--- src/rtl/uart_rx_word.sv ---
// UART 8N1 receiver that packs byte pairs into 16-bit words behind a valid/ready handshake.
// Define UART_RX_PARITY_EN for 8E1 framing (even parity bit checked before the stop bit).
module uart_rx_word #(
    parameter int CLKS_PER_BIT = 87,
    parameter bit HI_FIRST     = 1'b1
) (
    input  logic        clk,
    input  logic        rst_n,
    input  logic        ce,
    input  logic        rx,
    output logic [15:0] word_out,
    output logic        word_valid,
    input  logic        word_ready,
    output logic        frame_err,
    output logic        overrun,
    output logic        busy
);

    localparam int CNT_W = $clog2(CLKS_PER_BIT);
    localparam logic [CNT_W-1:0] HALF_M1 = CNT_W'(CLKS_PER_BIT / 2 - 1);
    localparam logic [CNT_W-1:0] FULL_M1 = CNT_W'(CLKS_PER_BIT - 1);

`ifdef UART_RX_PARITY_EN
    typedef enum logic [2:0] {S_IDLE, S_START, S_DATA, S_PARITY, S_STOP, S_BREAK} state_t;
`else
    typedef enum logic [2:0] {S_IDLE, S_START, S_DATA, S_STOP, S_BREAK} state_t;
`endif

    state_t           state_q, state_d;
    logic             rx_meta_q, rx_meta_d;
    logic             rx_s_q, rx_s_d;
    logic [CNT_W-1:0] cnt_q, cnt_d;
    logic [2:0]       bit_q, bit_d;
    logic [7:0]       shift_q, shift_d;
    logic [7:0]       hold_q, hold_d;
    logic             half_q, half_d;
    logic [15:0]      word_q, word_d;
    logic             valid_q, valid_d;
    logic             frame_err_q, frame_err_d;
    logic             overrun_q, overrun_d;
`ifdef UART_RX_PARITY_EN
    logic             par_err_q, par_err_d;
`endif

    logic        byte_done;
    logic        xfer;
    logic        stop_ok;
    logic [15:0] new_word;

    assign new_word = HI_FIRST ? {hold_q, shift_q} : {shift_q, hold_q};

`ifdef UART_RX_PARITY_EN
    assign stop_ok = rx_s_q & ~par_err_q;
`else
    assign stop_ok = rx_s_q;
`endif

    always_comb begin
        state_d     = state_q;
        rx_meta_d   = rx_meta_q;
        rx_s_d      = rx_s_q;
        cnt_d       = cnt_q;
        bit_d       = bit_q;
        shift_d     = shift_q;
        hold_d      = hold_q;
        half_d      = half_q;
        word_d      = word_q;
        valid_d     = valid_q;
        frame_err_d = frame_err_q;
        overrun_d   = overrun_q;
`ifdef UART_RX_PARITY_EN
        par_err_d   = par_err_q;
`endif
        byte_done   = 1'b0;
        xfer        = 1'b0;

        if (ce) begin
            frame_err_d = 1'b0;
            overrun_d   = 1'b0;
            rx_meta_d   = rx;
            rx_s_d      = rx_meta_q;
            cnt_d       = cnt_q + 1'b1;

            case (state_q)
                S_IDLE: begin
                    cnt_d = '0;
                    if (!rx_s_q) state_d = S_START;
                end
                S_START: begin
                    if (cnt_q == HALF_M1) begin
                        cnt_d = '0;
                        if (rx_s_q) begin
                            state_d = S_IDLE;
                        end else begin
                            state_d = S_DATA;
                            bit_d   = 3'd0;
                        end
                    end
                end
                S_DATA: begin
                    if (cnt_q == FULL_M1) begin
                        cnt_d   = '0;
                        shift_d = {rx_s_q, shift_q[7:1]};
                        bit_d   = bit_q + 3'd1;
                        if (bit_q == 3'd7) begin
`ifdef UART_RX_PARITY_EN
                            state_d = S_PARITY;
`else
                            state_d = S_STOP;
`endif
                        end
                    end
                end
`ifdef UART_RX_PARITY_EN
                S_PARITY: begin
                    if (cnt_q == FULL_M1) begin
                        cnt_d     = '0;
                        par_err_d = rx_s_q ^ (^shift_q);
                        state_d   = S_STOP;
                    end
                end
`endif
                S_STOP: begin
                    if (cnt_q == FULL_M1) begin
                        cnt_d = '0;
                        if (stop_ok) begin
                            byte_done = 1'b1;
                            state_d   = S_IDLE;
                        end else begin
                            // a bad byte also breaks any pairing in progress
                            frame_err_d = 1'b1;
                            half_d      = 1'b0;
                            state_d     = rx_s_q ? S_IDLE : S_BREAK;
                        end
                    end
                end
                S_BREAK: begin
                    cnt_d = '0;
                    if (rx_s_q) state_d = S_IDLE;
                end
                default: state_d = S_IDLE;
            endcase

            xfer = valid_q & word_ready;
            if (xfer) valid_d = 1'b0;

            if (byte_done) begin
                if (!half_q) begin
                    hold_d = shift_q;
                    half_d = 1'b1;
                end else begin
                    half_d = 1'b0;
                    // the held word wins; a completed word with nowhere to go is dropped
                    if (!valid_q || xfer) begin
                        word_d  = new_word;
                        valid_d = 1'b1;
                    end else begin
                        overrun_d = 1'b1;
                    end
                end
            end
        end
    end

    always_ff @(posedge clk or negedge rst_n) begin
        if (!rst_n) begin
            state_q     <= S_IDLE;
            rx_meta_q   <= 1'b1;
            rx_s_q      <= 1'b1;
            cnt_q       <= '0;
            bit_q       <= 3'd0;
            shift_q     <= 8'h00;
            hold_q      <= 8'h00;
            half_q      <= 1'b0;
            word_q      <= 16'h0000;
            valid_q     <= 1'b0;
            frame_err_q <= 1'b0;
            overrun_q   <= 1'b0;
`ifdef UART_RX_PARITY_EN
            par_err_q   <= 1'b0;
`endif
        end else begin
            state_q     <= state_d;
            rx_meta_q   <= rx_meta_d;
            rx_s_q      <= rx_s_d;
            cnt_q       <= cnt_d;
            bit_q       <= bit_d;
            shift_q     <= shift_d;
            hold_q      <= hold_d;
            half_q      <= half_d;
            word_q      <= word_d;
            valid_q     <= valid_d;
            frame_err_q <= frame_err_d;
            overrun_q   <= overrun_d;
`ifdef UART_RX_PARITY_EN
            par_err_q   <= par_err_d;
`endif
        end
    end

    assign word_out   = word_q;
    assign word_valid = valid_q;
    assign frame_err  = frame_err_q;
    assign overrun    = overrun_q;
    assign busy       = (state_q != S_IDLE) | half_q;

endmodule

--- config.mk ---
export PLATFORM = sky130hd
export DESIGN_NAME = uart_rx_word
export DESIGN_NICKNAME = d
export VERILOG_FILES = /design/src/rtl/uart_rx_word.sv
export SDC_FILE = /design/constraint.sdc
export NUM_CORES = 1
export LEC_CHECK = 0
export ABC_AREA = 1
export CORE_UTILIZATION = 50
export CTS_CLUSTER_SIZE = 24
export DETAILED_ROUTE_END_ITERATION = 6
export PLACE_DENSITY = 0.75
export SLEW_MARGIN = 10
export SYNTH_ARGS = -nofsm -noshare
export SYNTH_HDL_FRONTEND = slang
export SYNTH_SLANG_ARGS = --single-unit
--- constraint.sdc ---
create_clock -name clk -period 1.85 [get_ports clk]
set_clock_uncertainty 0.1 [all_clocks]
set_input_delay 0.185 -clock clk [delete_from_list [all_inputs] [get_ports clk]]
set_output_delay 0.185 -clock clk [all_outputs]
set_load 0.005 [all_outputs]
# --- Word-level counts from Yosys, hierarchy flattened ---
# Index checks and enable logic that the tools add are counted.
word_totals:
  inputBits: 5
  out_inout_bits: 20
  register_bits: 51
  elab_cells: 82
classes:
  n_addsub: 2
  n_bitwise: 3
  n_eq_ne: 15
  reduce_logical: 15
  n_mux: 35
ops:
  columns: ["cell", "n"]
  rows:
  - ["two-way mux 3 bit", 10]
  - ["case mux 7 bit (3 select lines)", 1]
  - ["two-way mux 1 bit", 19]
  - ["case mux 3 bit (5 select lines)", 1]
  - ["two-way mux 7 bit", 2]
  - ["inequality test 2 bit, second input constant", 7]
  - ["AND reduction 4 bit", 2]
  - ["adder 7 x 1 -> 7 bit, second input constant", 1]
  - ["equality test 7 x 6 -> 1 bit, second input constant", 1]
  - ["equality test 7 bit, second input constant", 1]
  - ["AND reduction 7 bit", 1]
  - ["equality test 3 x 2 -> 1 bit, second input constant", 2]
  - ["equality test 3 bit, second input constant", 2]
  - ["case mux 3 bit (2 select lines)", 1]
  - ["AND reduction 3 bit", 2]
  - ["nonzero test 2 bit", 3]
  - ["AND reduction 5 bit", 1]
  - ["OR reduction 2 bit", 2]
  - ["adder 3 x 1 -> 3 bit, second input constant", 1]
  - ["equality test 3 x 1 -> 1 bit, second input constant", 1]
  - ["logical NOT 3 bit", 1]
  - ["nonzero test 3 bit", 1]
  - ["two-way mux 2 bit", 1]
  - ["inequality test 2 x 1 -> 1 bit, second input constant", 1]
  - ["5 further kinds", 5]

# --- Logic depth before layout (Yosys ltp) ---
depth:
  word_depth: 6
  mapped_depth: 11
  mapped_depth_nobuf: 11

# --- Least setup slack after synthesis ---
# Ideal clock, no wire load.
synth_timing:
  path_type: "reg2reg"
  startpoint: "register cnt_q[0]"
  endpoint: "register word_q[4] (netlist: word_out[4])"
  period_less_slack_ns: 1.766
  path_slack_ns: 0.084
  setup_ns: 0.117
  arrival_ns: 1.548
  required_ns: 1.633
  stages_incl_launch_ff: 11
  path_buffers: 1
  cell_sequence: "dfrtp_1 -> inv_1 -> ha_1 -> nand2_1 -> nor2_1 -> nand2_2 -> nor3_4 -> nand2_4 -> buf_6 -> nand2_1 -> o21ai_2"
synth_via:
  elab_chain_cells: 5
synth_rtl:
  columns: ["element", "line", "text"]
  rows:
  - ["start, declared", "32", "logic [CNT_W-1:0] cnt_q, cnt_d;"]
  - ["start signal, assigned", "186", "cnt_q <= cnt_d;"]
  - ["equality test 7 bit", "124", "if (cnt_q == FULL_M1) begin"]
  - ["two-way mux 1 bit", "124", null]
  - ["two-way mux 1 bit", "84", "case (state_q)"]
  - ["two-way mux 1 bit", "77", "if (ce) begin"]
  - ["AND reduction 4 bit (no source line)", null, null]
  - ["end signal, assigned", "191", "word_q <= word_d;"]
  - ["end, declared", "37", "logic [15:0] word_q, word_d;"]
# Every way passes these cells. The select of a mux whose other input is x is not followed.
# A chain may end at the register's enable or synchronous reset.

# --- Final worst setup path ---
layout_timing:
  startpoint: "register cnt_q[0]"
  endpoint: "register word_q[3] (netlist: word_out[3])"
# Same word-level chain as after synthesis.

==> flow_summary.yaml <==
critical_path:
  start_kind: "flop"
  cp.arrival_ns: 1.88
  worstSetupPathType: "reg2reg"
  critPathCaptureType: "flop"
  required_ns: 1.95
  cpMaxStageDelayCell: "dfrtp_1"
  worst-path-buf-inv: 2
  critPathMaxStageDelay_ns: 0.42
  crit_family: "simple AND/OR/NAND/NOR gates"
  path_max_fanout: 12
  path_cells: "inv_2 -> ha_4 -> nand2_2 -> nor2_4 -> nand2_4 -> nor3_4 -> buf_12 -> nand2_8 -> nand2_1 -> o21ai_2"
synth:
  synth-edff-count: 0
  ys.flop_type: "dfrtp_1"
  yosysWarningCount: 0
  ys_seq_elements: 51
  avgSynthCellArea_sq_um: 8.525
  synth_most_common_cell: "nand2_1"
  synth_cells: 273
  synthTopCellsByArea: "dfrtp_1, nand2_1, nand3_1, inv_1, nor2_1"
  syn_area_sq_mm: 0.002327
  netlist.area_leader.share: 0.5269
  seq_area_frac_synth: 0.5495
  synth_nets: 282
  async_flop_share: 1.000
  ys_types: 22
  synth_largest_area_cell: "dfrtp_1"
  synth_top_cells_by_count: "nand2_1, dfrtp_1, nand3_1"
cts:
  cts_max_path_buffers: 2
  cts_tree: "done"
  cts_buffers: 5
  insertion_delay_ns: 0.30
  cts.htree.levels: 2
  cts.clk_slew.worst_paths_ns: 0.10
  cts_root_buf: "clkbuf_8"
  cts.sinks: 51
timing:
  worst_pin_slew_ns: 0.4972
  fin_ws_ns: 0.06975
  finalMaxSlewViolations: 0
  post-route-min-period_ns: 1.780
  achievable-frequency_ghz: 0.5617
  finalSetupViolCount: 0
  slew-limit-headroom: 0.6682
  layout_worst_path_cycle_share: 0.9623
  rsz0062_at_grt: "true"
  finalHoldViolCount: 0
  hold_slack_ns: 0.2561
  finalSetupTns_ns: 0
placement:
  port_buffers: 24
  hpwl_microns: 3177
  place_worst_setup_slack_ns: -0.09539
  place.gp.congestion: 0.8340
  place_area_sq_mm: 0.002674
route:
  met3_length_microns: 169
  totalWireLength_microns: 4839
  wl_met2_microns: 2325
  via_count: 1901
  post-route-drc-count: 0
  vias_per_cell: 5.223
  routedWlPerCell_microns: 13.29
  drtPass1Iterations: 4
  routed.top_layer: "met4"
  wl_met1_microns: 2281
  dr.first_iter.drc_count: 113
  detail-route-antenna-nets: 0
finish:
  num_antenna_cells: 0
  multi_input_area_sq_mm: 0.001007
  areaGrowthSynthToFinish_pct: 26.02
  drive_gt1_frac: 0.1603
  final-seq-area_sq_mm: 0.001280
  nets: 320
  design_area_sq_mm: 0.002933
  nFillCells: 352
min_path:
  hp-class: "in2async"
power_and_ir_drop:
  power_density_mw_per_mm2: 940.5
  peakVddDrop_uv: 567.0
  leakagePower_nw: 1.478
flow_run:
  drv_cap: 0
global_route:
  grt_pass1_wl_microns: 8238
  grt_max_degree: 34
  grt_antenna_before_repair: 0
  globalRouteOverflowTotal: 0
  track_usage: 0.2085
  grt_pass1_vias: 1867
floorplan:
  core_area_sq_mm: 0.004414
  die_area_sq_mm: 0.004932
  ios: 25
  die_h_microns: 70.23
  fp.dieW_microns: 70.23
  num_rows: 24
  initial_core_util: 0.5272
outcome:
  status: "completed"
[per-stage QoR]
stage	utilization	std cells	power (mW)
2_1_floorplan	-	273	1.687
3_3_place_gp	0.6057	351	1.853
3_5_place_dp	0.6057	351	1.885
4_1_cts	0.6400	361	2.694
5_1_grt	0.6644	364	2.923
6_report	0.6644	364	2.758
[worst reg2reg max path, stage by stage (launching register included)]
cell	delay, ns
dfrtp_1	0.42
inv_2	0.09
ha_4	0.14
nand2_2	0.06
nor2_4	0.14
nand2_4	0.10
nor3_4	0.23
buf_12	0.16
nand2_8	0.08
nand2_1	0.11
o21ai_2	0.05
[report_power, final]
| part | switching [mW] | total (mW) | internal (mW) |
|---|---|---|---|
| registers | 0.104 | 1.30 | 1.20 |
| logic | 0.398 | 0.634 | 0.236 |
| clock network | 0.375 | 0.820 | 0.445 |
[layout by cell type, fill, tap and decap left out, drive strengths merged]
cell	Yosys	final
nand2	95	96
ha	4	4
clkdlybuf4s50	0	23
a21oi	4	4
dlygate4sd3	0	1
dfstp	2	2
nand4	2	2
buf	3	11
nand3	31	32
o21ai	21	21
bufinv	0	1
nor3	3	3
dfrtp	49	49
xnor2	1	1
inv	26	27
clkbuf	3	6
xor2	3	3
nor2	26	26
[cells by family after synthesis]
| logic type | Yosys count | share of synthesized area |
|---|---|---|
| xor+xnor | 4 | 0.01506 |
| compound gates | 25 | 0.06506 |
| fa+ha+maj | 4 | 0.02151 |
| flops | 51 | 0.5495 |
| buf+inv | 32 | 0.05860 |
| simple gates | 157 | 0.2903 |
[area by class of cell]
cell class	instances	area share
clock inverter	2	0.01323
sequential	51	0.4364
timing repair buffer	35	0.1233
multi-input combinational	192	0.3434
inverter	26	0.03328
clock buffer	6	0.02816
tap	52	0.02218
[per-layer routing]
| metal | up-vias | global-route usage |
|---|---|---|
| met5 | - | 0 |
| met4 | 0 | 0.07333 |
| met3 | 8 | 0.03896 |
| met2 | 37 | 0.3259 |
| met1 | 910 | 0.2918 |
| li1 | 946 | - |
[path summary, 6_finish.rpt]
path                          endpoint  slack [ns]  cells after the start      start
min reg2reg                  rx_meta_q        0.38                      2  rx_meta_q
max                        word_out[3]        0.07                     10   cnt_q[0]
max in group asynchronous       rx_s_q        0.79                      3      rst_n
min                           cnt_q[0]        0.26                      2      rst_n
max reg2reg                word_out[3]        0.07                     10   cnt_q[0]
min in group clk             rx_meta_q        0.30                      3         rx
[what timing repair did]
action | 4_1_cts | 5_1_grt
hold buffers | 1 | 0
pin swaps | 1 | 4
endpoints found under the hold margin | 18 | 0
setup buffers | 0 | 2
gates resized for setup | 3 | 17
endpoints found under the setup margin | 8 | 41
cloned | 1 | 1
[flip-flops by register name, indices dropped and copies added (netlist names)]
| signal | cells |
|---|---|
| shift_q | 8 |
| frame_err | 1 |
| state_q | 3 |
| rx_s_q | 1 |
| cnt_q | 7 |
| hold_q | 8 |
| word_valid | 1 |
| half_q | 1 |
| bit_q | 3 |
| word_out | 16 |
| rx_meta_q | 1 |
| overrun | 1 |
No activity file was read; power rests on OpenSTA's default activity.
